===== config.mk =====
export PLATFORM = sky130hd
export DESIGN_NAME = wishbone_arbiter
export DESIGN_NICKNAME = d
export VERILOG_FILES = /design/src/rtl/wishbone_arbiter.sv
export SDC_FILE = /design/constraint.sdc
export NUM_CORES = 1
export LEC_CHECK = 0
export ABC_AREA = 1
export CAP_MARGIN = 40
export CORE_AREA = 2 2 120 122
export DETAILED_ROUTE_END_ITERATION = 8
export DIE_AREA = 0 0 122 124
export PLACE_DENSITY = 0.64
export SLEW_MARGIN = 5
export SYNTH_ARGS = -nofsm -noshare
export SYNTH_HDL_FRONTEND = slang
export SYNTH_SLANG_ARGS = --single-unit
export TNS_END_PERCENT = 1

===== constraint.sdc =====
create_clock -name clk_i -period 3.08 [get_ports clk_i]
set_clock_uncertainty 0.2 [all_clocks]
set_input_delay 0.616 -clock clk_i [delete_from_list [all_inputs] [get_ports clk_i]]
set_output_delay 0.616 -clock clk_i [all_outputs]
set_load 0.03 [all_outputs]

===== src/rtl/wishbone_arbiter.sv =====
// Two-requester Wishbone round-robin arbiter. Setting the macro WB_ARB_TIMEOUT_EN
// adds an ack-wait watchdog that ends a stalled grant with a bus error.
module wishbone_arbiter #(
  parameter int TIMEOUT_CYCLES = 255
) (
  input  logic        clk_i,
  input  logic        rst_i,
  input  logic        m0_cyc_i,
  input  logic        m0_stb_i,
  input  logic        m0_we_i,
  input  logic [31:0] m0_adr_i,
  input  logic [31:0] m0_dat_i,
  output logic [31:0] m0_dat_o,
  output logic        m0_ack_o,
  output logic        m0_err_o,
  input  logic        m1_cyc_i,
  input  logic        m1_stb_i,
  input  logic        m1_we_i,
  input  logic [31:0] m1_adr_i,
  input  logic [31:0] m1_dat_i,
  output logic [31:0] m1_dat_o,
  output logic        m1_ack_o,
  output logic        m1_err_o,
  output logic        cyc_o,
  output logic        stb_o,
  output logic        we_o,
  output logic [31:0] adr_o,
  output logic [31:0] dat_o,
  input  logic [31:0] dat_i,
  input  logic        ack_i,
  output logic [1:0]  grant_o
);

  typedef enum logic [1:0] {IDLE = 2'd0, GRANT0 = 2'd1, GRANT1 = 2'd2} state_t;

  state_t state, state_nxt;
  logic   last_owner;
  logic   timeout;

  always_ff @(posedge clk_i) begin
    if (rst_i) begin
      state      <= IDLE;
      last_owner <= 1'b1;
    end else begin
      state <= state_nxt;
      if (state == IDLE && state_nxt == GRANT0)      last_owner <= 1'b0;
      else if (state == IDLE && state_nxt == GRANT1) last_owner <= 1'b1;
    end
  end

`ifdef WB_ARB_TIMEOUT_EN
  localparam int CW = $clog2(TIMEOUT_CYCLES + 1);
  logic [CW-1:0] tcnt;
  logic          sel_stb;

  assign sel_stb = (state == GRANT0 && m0_stb_i) || (state == GRANT1 && m1_stb_i);
  // An ack in the terminal cycle wins over the forced error.
  assign timeout = (state != IDLE) && (tcnt == CW'(TIMEOUT_CYCLES)) && !ack_i;

  always_ff @(posedge clk_i) begin
    if (rst_i || state == IDLE || state_nxt == IDLE || ack_i) tcnt <= '0;
    else if (sel_stb)                                          tcnt <= tcnt + CW'(1);
  end
`else
  assign timeout = 1'b0;
`endif

  always_comb begin
    state_nxt = state;
    grant_o   = 2'b00;
    cyc_o     = 1'b0;
    stb_o     = 1'b0;
    we_o      = 1'b0;
    adr_o     = '0;
    dat_o     = '0;
    m0_dat_o  = '0;
    m0_ack_o  = 1'b0;
    m0_err_o  = 1'b0;
    m1_dat_o  = '0;
    m1_ack_o  = 1'b0;
    m1_err_o  = 1'b0;
    case (state)
      IDLE: begin
        if (m0_cyc_i && m1_cyc_i) state_nxt = last_owner ? GRANT0 : GRANT1;
        else if (m0_cyc_i)        state_nxt = GRANT0;
        else if (m1_cyc_i)        state_nxt = GRANT1;
      end
      GRANT0: begin
        grant_o  = 2'b01;
        m0_err_o = timeout;
        if (!m0_cyc_i || timeout) state_nxt = IDLE;
        if (!timeout) begin
          cyc_o    = m0_cyc_i;
          stb_o    = m0_stb_i;
          we_o     = m0_we_i;
          adr_o    = m0_adr_i;
          dat_o    = m0_dat_i;
          m0_ack_o = ack_i;
          m0_dat_o = dat_i;
        end
      end
      GRANT1: begin
        grant_o  = 2'b10;
        m1_err_o = timeout;
        if (!m1_cyc_i || timeout) state_nxt = IDLE;
        if (!timeout) begin
          cyc_o    = m1_cyc_i;
          stb_o    = m1_stb_i;
          we_o     = m1_we_i;
          adr_o    = m1_adr_i;
          dat_o    = m1_dat_i;
          m1_ack_o = ack_i;
          m1_dat_o = dat_i;
        end
      end
      default: state_nxt = IDLE;
    endcase
  end

endmodule


==> impl_metrics.tcl <==
set metrics [dict create \
    worst-r2r-setup-slack_ns 1.27 \
    crit_path_frequent_cell "sky130_fd_sc_hd__inv_1" \
    cts_inserted_buffers 3 \
    final-max-slew-violation-count 0 \
    finish.cell_count_without_fillers 867 \
    clk_root_buffer_cell "sky130_fd_sc_hd__clkbuf_16" \
    maximum_number_of_pins_on_one_net_before_global_route_repair 49 \
    initial_core_utilization_pct 12.7 \
    clock_path_buffers 2 \
    detailroute.wirelength.met3_um 1010 \
    power.density_cell_area_mw_per_mm2 233 \
    num_vias 3278 \
    synth.ff_latch_count 3 \
    setup_violations_final 0 \
    grt_pass1_vias 2848 \
    worst_setup_path_end_kind "output port" \
    cts.reportedPaths.clkPinSlew_ns 0.03 \
    drt_pre_antenna_iters 4 \
    worstSetupStartpointType "register" \
    post_detailed_placement_half_perimeter_wirelength_um 8370 \
    critical_path.top_delay_family "buffers and inverters" \
    crit_fanout 48 \
    totalNegativeSetupSlack_ns 0 \
    cp_cell_sequence "inv_1, ha_4, buf_12, nand2_1, inv_1, clkdlybuf4s50_1" \
    grt_antenna_before_repair 0 \
    nets 862 \
    worst-path-buf-inv 4 \
    post-route-drc-count 0 \
    grt_setup_unrepaired "false" \
    core.rowCount 43 \
    cts.repair.resized 0 \
    final_layout_size_suffix_gt1_share_pct 10.5 \
    io_pins 306 \
    worst_path_max_delay_cell "sky130_fd_sc_hd__clkdlybuf4s50_1" \
    clock_insertion_delay_worst_skew_ns 0.22 \
    grt-ovfl-total 0 \
    post-layout-total-power_mw 1.15 \
    avgViaCountPerCell 3.78 \
    cts_setup_buffers 0 \
    data_arrival_time_of_the_critical_path_ns 2.09 \
    grtUsageTotal_pct 11.6 \
    mean_routed_wirelength_per_cell_um 11.7 \
    syn2layout_area_growth_pct 185 \
    grt_pass1_wl_um 14300 \
    starting_drt_drc_count 112 \
    cts_tree "yes" \
    ys.warnings.count 0 \
    htree_levels 1 \
    n_antenna_cell 0 \
    path_class "reg -> out" \
    fraction_of_the_yosys_area_taken_by_sequential_cells_pct 3.45 \
    vdd.ir_drop.worst_uv 290 \
    maxCapViolCount 0 \
    syn-instance-count 401 \
    die-width_um 122 \
    die-height_um 124 \
    crit-reg2reg-capture "last_owner" \
    fillCellCount 1497 \
    cts_sinks 3 \
    detail-route-antenna-nets 0 \
    number_of_placed_instances_taps_included 863 \
    post-route-period-util_pct 94.4 \
    r2r_start "state[0]" \
    synth_cell_types 14 \
    core_area_sq_mm 0.0137 \
    met2WireLength_um 5100 \
    outcome "completed" \
    post_cts_hold_buffer_count 0 \
    worst_hold_path.num_cells 4 \
    pleak_nw 2.46 \
    final.hold.worst_slack_ns 0.356 \
    max_freq_mhz 344 \
    die_area_sq_mm 0.0151 \
    placement.io_buffers 303 \
    capture_endpoint_of_the_worst_hold_path "last_owner" \
    dpl_worst_slack_ns 0.315 \
    path_depth 6 \
    worst-endpoint-required_ns 2.26 \
    placer_s_final_routability_congestion_estimate 0.769 \
    minimum_setup_slack_in_the_final_design_ns 0.173 \
    period_minus_slack_ns 2.91 \
    post_synth_instance_area_sq_mm 0.00174 \
    synthesis.area_per_instance_sq_um 4.34 \
    delay_contributed_by_the_slowest_stage_of_the_critical_path_ns 0.65 \
    hp-start "last_owner" \
    detail_route.wirelength_um 10100 \
    hp-class "reg -> reg" \
    rr_worst_depth 12 \
    met1Wirelength_um 3870 \
    top_layer "met4" \
    finalHoldViolCount 0 \
]
-- worst max-delay path by stage --
stage	end	slack (ns)	start
finish	m1_dat_o[22]	0.17	state[0]
global route	m1_dat_o[22]	0.06	state[0]
CTS	dat_o[2]	0.08	state[0]
detailed placement	stb_o	0.31	m0_stb_i
global placement	dat_o[12]	0.32	state[0]
floorplan	adr_o[0]	0.58	state[1]
-- metal layers --
| layer | up-vias | GRT usage (%) |
|---|---|---|
| met1 | 1364 | 13.4 |
| li1 | 1742 | - |
| met5 | - | 0 |
| met4 | 0 | 2.23 |
| met3 | 12 | 2.61 |
| met2 | 160 | 21.8 |
-- worst min-delay path, delay by kind of cell (launching register included) --
kind | cells | cell delay, ns
DFF | 1 | 0.32
and+or+nand+nor | 3 | 0.15
buffers and inverters | 1 | 0.05
-- through the flow --
| step | area, sq um | utilization [%] |
|---|---|---|
| floorplan | 1740 | - |
| CTS | 4940 | 36.0 |
| global placement | 4860 | 35.4 |
| finish | 4960 | 36.1 |
| global route | 4960 | 36.1 |
| detailed placement | 4860 | 35.4 |
-- synthesized netlist by cell type --
cell type | instances | area share [%]
sky130_fd_sc_hd__a21oi_1 | 68 | 20
sky130_fd_sc_hd__nand4_1 | 1 | 0.36
sky130_fd_sc_hd__buf_4 | 6 | 2.6
sky130_fd_sc_hd__ha_1 | 5 | 3.6
sky130_fd_sc_hd__dfxtp_1 | 3 | 3.5
sky130_fd_sc_hd__clkbuf_1 | 3 | 0.65
sky130_fd_sc_hd__inv_1 | 72 | 16
sky130_fd_sc_hd__nand3_1 | 1 | 0.29
sky130_fd_sc_hd__o21ai_1 | 1 | 0.29
sky130_fd_sc_hd__conb_1 | 1 | 0.22
sky130_fd_sc_hd__nand2_1 | 213 | 46
sky130_fd_sc_hd__buf_2 | 22 | 6.3
sky130_fd_sc_hd__nor2_1 | 4 | 0.86
sky130_fd_sc_hd__and2_1 | 1 | 0.36
-- logic make-up (layout without fill, tap and decap cells) --
family	Yosys count	in the layout	synth area share (%)
AO/OA/AOI/OAI	69	69	19.8
adder cells (fa/ha/maj)	5	5	3.59
flip-flops	3	3	3.45
AND/OR/NAND/NOR	220	220	47.8
buffers and inverters	103	388	25.1
other	1	2	0.215
-- flip-flops by register name (all words and copies together) (netlist names) --
name,count
last_owner,1
state,2
-- where the power goes --
part	switching (mW)	internal (mW)	total [mW]
logic	0.474	0.420	0.894
clock network	0.0383	0.171	0.209
registers	0.00570	0.0440	0.0497
total	0.518	0.635	1.15
-- layout by cell type (no fill, tap or decap), drive strengths merged --
cell type,instances
clkdlybuf4s50,239
and2,1
dlymetal6s2s,7
clkbuf,4
nand3,1
inv,72
nand2,213
ha,5
nor2,4
dfxtp,3
o21ai,1
buf,66
a21oi,68
conb,2
nand4,1
-- final cells by class --
| cell class | count | area, sq um | area share, % |
|---|---|---|---|
| flip-flops and latches | 3 | 60.1 | 1.21 |
| multi-input cells | 296 | 1270 | 25.7 |
| clock buffers | 4 | 78.8 | 1.59 |
| well taps | 180 | 225 | 4.54 |
| inverters | 72 | 270 | 5.45 |
| repair buffers | 312 | 3050 | 61.5 |
Note: power is estimated with default switching activity, not from simulation.
==> patch (same flow settings) <==
Encoding of `state_t`: now one-hot (3 bits for 3 states).
--- a/src/rtl/wishbone_arbiter.sv
+++ b/src/rtl/wishbone_arbiter.sv
@@ -31,7 +31,7 @@
   output logic [1:0]  grant_o
 );
 
-  typedef enum logic [1:0] {IDLE = 2'd0, GRANT0 = 2'd1, GRANT1 = 2'd2} state_t;
+  typedef enum logic [2:0] {IDLE = 3'b001, GRANT0 = 3'b010, GRANT1 = 3'b100} state_t;
 
   state_t state, state_nxt;
   logic   last_owner;
Behaviour: no difference found for any inputs over 10 cycles, from zero or initial values and one cycle with rst_i high; not proved beyond that.
==> patch against the unedited design <==
Worst setup slack improved by 64 ps. Sequential cell count is 1 higher. Register-to-register slack gained 80 ps. Wire length shrank 5.5%. Power shrank 28%. Combinational power down 37%. Synthesized area down 14%. Final area fell by 6.7%. Maximum frequency rose by 2.2%. Critical path type is now in2out. Critical endpoint is now m0_dat_o[28]. Largest cell class unchanged.
==> patch: results (changes against the unedited design) <==
outcome:
  status: "completed"
setup_path:
  r2r_setup_slack_ps: 1350  # +80 ps
  worstPathArrival_ps: 2030  # -60 ps
  crit_type: "in2out"
  reg2reg_depth: 7  # -5
  rr_endpoint: "state[2]"
  crit-reg2reg-launch: "state[1]"
  cp_max_fo: 2  # -96%
final_layout:
  regArea_um2: 80.08  # +33%
  fillers: 1499  # +0.13%
  nNetsFinal: 821  # -4.8%
  layout-drive-gt1-share_pct: 13.08  # +2.6 points
  reg.largest.list: "state x3, last_owner x1"
global_routing:
  grt_pass1_vias: 2737  # -3.9%
  grt_max_degree: 55  # +12%
  grt_pass1_wl_mm: 13.63  # -4.5%
  grt_use_total_pct: 11.13  # -0.45 points
yosys:
  synth.cells.most_frequent: "nand2_1 (205), nor2_1 (71), inv_1 (38)"
  synthCells: 358  # -11%
  yosys.cell_types.count: 17  # +3
place:
  dp_slack_ps: 222.1  # -92.84 ps
  gp_congestion: 0.7832  # +1.9%
  dp_hpwl_mm: 7.946  # -5.1%
  placed_area_um2: 4544  # -6.5%
routing:
  met2_length_mm: 4.956  # -2.9%
  drt-met1-wl_mm: 3.740  # -3.4%
  wl_per_cell_um: 11.52  # -1.3%
  first_iter_violations: 141  # +26%
  viasPerCell: 3.577  # -5.4%
  wl_met3_um: 727  # -28%
timing:
  hold-worst-slack_ps: 249.6  # -106.7 ps
worst_hold_path:
  min_delay_path_depth: 2  # -2
power:
  ir_drop_v: 0.0001221  # -58%
  p_leak_nw: 2.359  # -4.2%
patch: power breakdown:
group | internal, mW | switching [mW]
combinational | 0.302 | 0.260
sequential | 0.0589 | 0.00902
clock | 0.166 | 0.0356
total | 0.527 | 0.305
patch: area by class of cell:
class / count / area share, %
Timing Repair Buffer: 310 / 64.07
Multi-Input combinational cell: 293 / 24.46
Tap cell: 180 / 4.870
Inverter: 40 / 3.247
Sequential cell: 4 / 1.732
Clock buffer: 3 / 1.623
patch: how the worst max path moves through the flow:
stage | from | to | cells past startpoint | slack [ps]
global route | dat_i[28] | m0_dat_o[28] | 4 | 140
floorplan | m1_cyc_i | cyc_o | 2 | 930
global placement | dat_i[28] | m0_dat_o[28] | 4 | 220
finish | dat_i[28] | m0_dat_o[28] | 4 | 240
detailed placement | dat_i[28] | m0_dat_o[28] | 4 | 220
CTS | state[2] | m0_dat_o[3] | 5 | 90
patch: worst max-delay path, cell delays in order:
cell             delay [ps]
clkdlybuf4s50_1         540
inv_1                    80
nor2_1                  110
clkdlybuf4s50_1         680
patch: what timing repair did:
action	CTS	global route
hold endpoints to repair	0	0
endpoints found under the setup margin	0	5
buffers inserted	0	0
gates resized for setup	0	1
patch: logic make-up after synthesis:
logic type / Yosys count / synth area share (%)
AND/OR/NAND/NOR: 288 / 73.93
buffers and inverters: 62 / 19.45
flip-flops: 4 / 5.365
AO/OA/AOI/OAI: 3 / 1.006
other: 1 / 0.2512
patch: per-layer routing:
metal  GRT usage (%)  vias up
met1           13.74     1218
met5               0        -
met2           19.87      131
met3           2.564       14
met4           2.083        0
li1                -     1606
